`src/rtl/bcd_countdown_pkg.sv`:
```
// Shared types and constants for the cascaded BCD countdown timer.
package bcd_countdown_pkg;

  localparam int              BCD_W        = 4;
  localparam logic [BCD_W-1:0] BCD_MAX      = 4'd9;
  localparam logic [BCD_W-1:0] SEC_TENS_MAX = 4'd5;

  typedef enum logic [1:0] {
    IDLE    = 2'd0,
    RUNNING = 2'd1,
    PAUSED  = 2'd2,
    EXPIRED = 2'd3
  } state_t;

  function automatic logic [BCD_W-1:0] clamp_digit(input logic [BCD_W-1:0] v,
                                                   input logic [BCD_W-1:0] mx);
    return (v > mx) ? mx : v;
  endfunction

endpackage

```
`src/rtl/bcd_down_digit.sv`:
```
// One BCD down-counting digit; borrows (and reloads MAXVAL) when decremented at zero.
module bcd_down_digit
  import bcd_countdown_pkg::*;
(
  input  logic             CLOCK,
  input  logic             RESET,
  input  logic             LOAD,
  input  logic [BCD_W-1:0] LDVAL,
  input  logic             DEC,
  input  logic [BCD_W-1:0] MAXVAL,
  output logic [BCD_W-1:0] Q,
  output logic             BORROW
);

  logic [BCD_W-1:0] q_q, q_d;

  always_comb begin
    q_d = q_q;
    if (LOAD)
      q_d = LDVAL;
    else if (DEC)
      q_d = (q_q == '0) ? MAXVAL : q_q - 4'd1;
  end

  always_ff @(posedge CLOCK) begin
    if (RESET) q_q <= '0;
    else       q_q <= q_d;
  end

  assign Q      = q_q;
  assign BORROW = DEC && (q_q == '0);

endmodule

```
`src/rtl/bcd_countdown.sv`:
```
// Cascaded BCD countdown timer: FSM, load clamping, zero detect and DONE pulse.
// Define BCD_COUNTDOWN_MMSS_EN to make digit 1 a 0..5 tens-of-seconds digit (MM:SS).
module bcd_countdown #(
  parameter int DIGITS = 4
) (
  input  logic                CLOCK,
  input  logic                RESET,
  input  logic                TICK,
  input  logic                LOAD,
  input  logic [4*DIGITS-1:0] DATA,
  input  logic                START,
  input  logic                PAUSE,
  output logic [4*DIGITS-1:0] Q,
  output logic                RUN,
  output logic                DONE,
  output logic                EXPIRED
);
  import bcd_countdown_pkg::*;

`ifdef BCD_COUNTDOWN_MMSS_EN
  localparam logic [BCD_W-1:0] DIGIT1_MAX = SEC_TENS_MAX;
`else
  localparam logic [BCD_W-1:0] DIGIT1_MAX = BCD_MAX;
`endif
  localparam logic [4*DIGITS-1:0] Q_ONE = (4*DIGITS)'(1);

  state_t state_q, state_d;
  logic   done_q, done_d;
  logic   running, q_zero, q_is_one, dec0;
  logic   [DIGITS:0] borrow;
  logic   unused_top_borrow;

  assign running  = (state_q == RUNNING);
  assign q_zero   = (Q == '0);
  assign q_is_one = (Q == Q_ONE);
  // Higher-priority controls in the same cycle swallow the tick.
  assign dec0     = TICK && running && !LOAD && !PAUSE;
  assign borrow[0] = dec0;
  assign unused_top_borrow = borrow[DIGITS];

  for (genvar i = 0; i < DIGITS; i++) begin : g_digit
    localparam logic [BCD_W-1:0] MAXV = (i == 1) ? DIGIT1_MAX : BCD_MAX;
    bcd_down_digit u_digit (
      .CLOCK  (CLOCK),
      .RESET  (RESET),
      .LOAD   (LOAD),
      .LDVAL  (clamp_digit(DATA[i*BCD_W +: BCD_W], MAXV)),
      .DEC    (borrow[i]),
      .MAXVAL (MAXV),
      .Q      (Q[i*BCD_W +: BCD_W]),
      .BORROW (borrow[i+1])
    );
  end

  always_comb begin
    state_d = state_q;
    done_d  = 1'b0;
    if (LOAD) begin
      state_d = IDLE;
    end else if (START && (state_q == IDLE || state_q == PAUSED)) begin
      if (q_zero) begin
        state_d = bcd_countdown_pkg::EXPIRED;
        done_d  = 1'b1;
      end else begin
        state_d = RUNNING;
      end
    end else if (PAUSE && running) begin
      state_d = PAUSED;
    end else if (dec0 && q_is_one) begin
      // This decrement lands on zero: expire on the same edge.
      state_d = bcd_countdown_pkg::EXPIRED;
      done_d  = 1'b1;
    end
  end

  always_ff @(posedge CLOCK) begin
    if (RESET) begin
      state_q <= IDLE;
      done_q  <= 1'b0;
    end else begin
      state_q <= state_d;
      done_q  <= done_d;
    end
  end

  assign RUN     = running;
  assign DONE    = done_q;
  assign EXPIRED = (state_q == bcd_countdown_pkg::EXPIRED);

endmodule

```
`config.mk`:
```
export PLATFORM = sky130hd
export DESIGN_NAME = bcd_countdown
export DESIGN_NICKNAME = d
export VERILOG_FILES = /design/src/rtl/bcd_countdown_pkg.sv /design/src/rtl/bcd_down_digit.sv /design/src/rtl/bcd_countdown.sv
export SDC_FILE = /design/constraint.sdc
export NUM_CORES = 1
export LEC_CHECK = 0
export ABC_AREA = 1
export CELL_PAD_IN_SITES_DETAIL_PLACEMENT = 0
export CELL_PAD_IN_SITES_GLOBAL_PLACEMENT = 1
export CORE_ASPECT_RATIO = 0.75
export CORE_MARGIN = 4
export CORE_UTILIZATION = 27
export CTS_BUF_LIST = sky130_fd_sc_hd__clkbuf_16
export CTS_CLUSTER_SIZE = 10
export DETAILED_ROUTE_END_ITERATION = 10
export GPL_ROUTABILITY_DRIVEN = 1
export PLACE_DENSITY = 0.85
export SETUP_SLACK_MARGIN = 0.4
export SYNTH_ARGS = -nofsm -noshare
export SYNTH_HDL_FRONTEND = slang
export SYNTH_SLANG_ARGS = --single-unit
```
`constraint.sdc`:
```
create_clock -name CLOCK -period 1.02 [get_ports CLOCK]
set_input_delay 0.204 -clock CLOCK [delete_from_list [all_inputs] [get_ports CLOCK]]
set_output_delay 0.204 -clock CLOCK [all_outputs]
set_load 0.02 [all_outputs]
```
==> results.json <==
{
  "first_pass_iters": 4,
  "yosysWarnings": 0,
  "violations": "setup timing",
  "synth_edf_count": 0,
  "syn_inst": 221,
  "cts_tree": "done",
  "slew_headroom": 0.835,
  "crit_end": "g_digit[3].u_digit.Q[2]$_SDFFE_PP0P_",
  "critPathRequiredTime_ns": 1.16,
  "crit_path_max_incr_delay_ns": 0.35,
  "critical_path_class": "reg -> reg",
  "crit_chain": "nor2_1 -> nand2_2 -> nand2_4 -> nand4_1 -> nor2_1 -> nor2_1",
  "timing.final.ws_setup_ns": -0.180,
  "grt_max_degree": 11,
  "final_cell_mix": "45 x nand2_1, 42 x buf_4, 37 x nor2_1, 31 x buf_6, 26 x inv_1",
  "cap_violations": 0,
  "p_per_area_nw_per_um2": 1200,
  "path_buf_inv": 0,
  "endpoint_kind": "register",
  "ff2ff_path_depth": 6,
  "syn_avg_cell_area_um2": 5.79,
  "layout_commonest_cell": "nand2_1",
  "critical_path.startpoint": "g_digit[1].u_digit.Q[2]$_SDFFE_PP0P_",
  "r2r_end": "g_digit[3].u_digit.Q[2]$_SDFFE_PP0P_",
  "cts.clk_slew.worst_paths_ns": 0.06,
  "grt_usage": 0.148,
  "dp_hpwl_um": 3080,
  "fillCellCount": 454,
  "syn_area_um2": 1280,
  "num_vias": 1682,
  "min-delay-path-class": "in -> reg",
  "die_w_um": 87.5,
  "start_util": 0.283,
  "ys_seq_elements": 19,
  "antenna_cells": 0,
  "cp_top_family": "simple AND/OR/NAND/NOR gates",
  "vdd_drop_max_mv": 0.597,
  "ant_nets": 0,
  "clock-root-buffer": "clkbuf_16",
  "r2r_slack_ns": -0.18,
  "min_delay_path_depth": 6,
  "place_area_um2": 2100,
  "fp-row-count": 21,
  "utilization": 0.560,
  "hold_buffers": 0,
  "drc": 0,
  "whs_ns": 0.558,
  "cts-htree-levels": 1,
  "yosysUniqueCellTypes": 18,
  "cts_sinks": 19,
  "drive_gt1_frac": 0.462,
  "finalHoldViolCount": 0,
  "wl_per_cell_um": 11.5,
  "finalMaxSlewViolations": 0,
  "grt_pass1_wl_um": 6910,
  "arrival_ns": 1.34,
  "die_y_um": 67.6,
  "rsz0062_at_grt": "yes",
  "cts_buffers": 3,
  "fin_area_um2": 2530,
  "drt_wl_total_um": 4270,
  "min_period_over_period": 1.18,
  "synth_ff_type": "dfxtp_1",
  "critPathMostFrequentCell": "nor2_1",
  "finalWeightedCongestion": 0.802,
  "dieArea_um2": 5910,
  "via_per_inst": 4.51,
  "p_leak_uw": 0.00123,
  "ys_seq_area_frac": 0.297,
  "tightest_slew_ns": 0.247,
  "finClkSkew_ns": 0.00142,
  "io_pins": 41,
  "setup_viol": 27,
  "clkLatencyLatePin_ns": 0.25,
  "antenna_found_initial": 0,
  "outcome": "complete, but fails checks",
  "clock_path_buffers": 2,
  "start_kind": "register",
  "synth_nets": 243,
  "fin_setup_tns_ns": -2.70,
  "cp_max_fo": 4,
  "core_um2": 4520,
  "io_buffers": 40,
  "cp.depth": 6,
  "max_freq_ghz": 0.833,
  "grt_pass1_vias": 1546,
  "r2r-start": "g_digit[1].u_digit.Q[2]$_SDFFE_PP0P_",
  "nets": 339,
  "min_period_ns": 1.20,
  "cp_slowest_cell": "dfxtp_4",
  "overflow": 0,
  "async_flop_share": 0,
  "p_total_uw": 3040,
  "area_growth_pct": 97.8,
  "drt_iter0_markers": 73
}
cell usage after synthesis (3+ instances only):
master | instances | area [µm²]
xor2_1 | 3 | 26.3
nor2_1 | 45 | 169
nand2_2 | 4 | 25.0
o21ai_0 | 15 | 75.1
buf_2 | 3 | 15.0
nand3_1 | 16 | 80.1
nand2_1 | 60 | 225
inv_1 | 31 | 116
dfxtp_1 | 19 | 380
a21oi_1 | 10 | 50.1
nor2_2 | 3 | 18.8
worst min-delay path by stage:
stage | startpoint | end | slack, ns
floorplan | RESET | g_digit[0].u_digit.Q[0]$_SDFFE_PP0P_ | 0.26
global placement | state_q[1]$_SDFFE_PP0P_ | state_q[1]$_SDFFE_PP0P_ | 0.49
detailed placement | state_q[1]$_SDFFE_PP0P_ | state_q[1]$_SDFFE_PP0P_ | 0.50
CTS | PAUSE | state_q[0]$_SDFFE_PP0P_ | 0.56
global route | PAUSE | state_q[0]$_SDFFE_PP0P_ | 0.58
finish | PAUSE | DONE$_SDFF_PP0_ | 0.56
layer usage:
metal / track usage / part of all wire / vias to the layer above
met5: 0 / 0 / -
met3: 0.0354 / 0.063 / 5
met2: 0.242 / 0.46 / 38
li1: - / - / 885
met4: 0.0230 / 0.0059 / 0
met1: 0.200 / 0.47 / 754
area by class of cell:
| type | instances | area (µm²) | area share |
|---|---|---|---|
| Clock inverter | 1 | 3.75 | 0.00148 |
| Inverter | 33 | 129 | 0.0509 |
| Timing Repair Buffer | 95 | 891 | 0.352 |
| Multi-Input combinational cell | 165 | 923 | 0.365 |
| Tap cell | 57 | 71.3 | 0.0282 |
| Clock buffer | 3 | 75.1 | 0.0297 |
| Sequential cell | 19 | 437 | 0.173 |
what timing repair did:
action                     CTS  global route
gates resized for setup    159            30
hold endpoints to repair     0             0
setup buffers                7             9
pin swaps                   26            18
setup endpoints to repair   38            38
power by group:
| group | leakage [µW] | total [µW] | internal, µW | switching (µW) |
|---|---|---|---|---|
| clock | 0.0000423 | 822 | 522 | 300 |
| sequential | 0.000167 | 910 | 820 | 90.6 |
| combinational | 0.00102 | 1310 | 676 | 636 |
| total | 0.00123 | 3040 | 2020 | 1030 |
state kept, by name, summed over array words and instances (netlist names):
| register | cells |
|---|---|
| state_q | 2 |
| g_digit.u_digit.Q | 16 |
| DONE | 1 |
tightest hold or removal path, cell delays in order:
cell and delay (ns):
dlygate4sd2_1 0.21, buf_4 0.13, nand2_4 0.05, buf_6 0.11
nand2_2 0.05, nor2_1 0.03
cells by family (layout without fill, tap and decap cells):
family / count (synthesis) / count (layout) / share of synthesized area
AND/OR/NAND/NOR: 132 / 132 / 0.431
buffers and inverters: 37 / 132 / 0.117
AO/OA/AOI/OAI: 30 / 30 / 0.134
flip-flops: 19 / 19 / 0.297
XOR/XNOR: 3 / 3 / 0.0206
through the flow:
stage          setup slack [ns]  instances
6_report                 -0.180        373
5_1_grt                  -0.256        373
4_1_cts                  -0.186        364
3_5_place_dp             -0.576        353
3_3_place_gp             -0.550        353
2_1_floorplan           -0.0824        221
(Power assumes the default switching activity.)
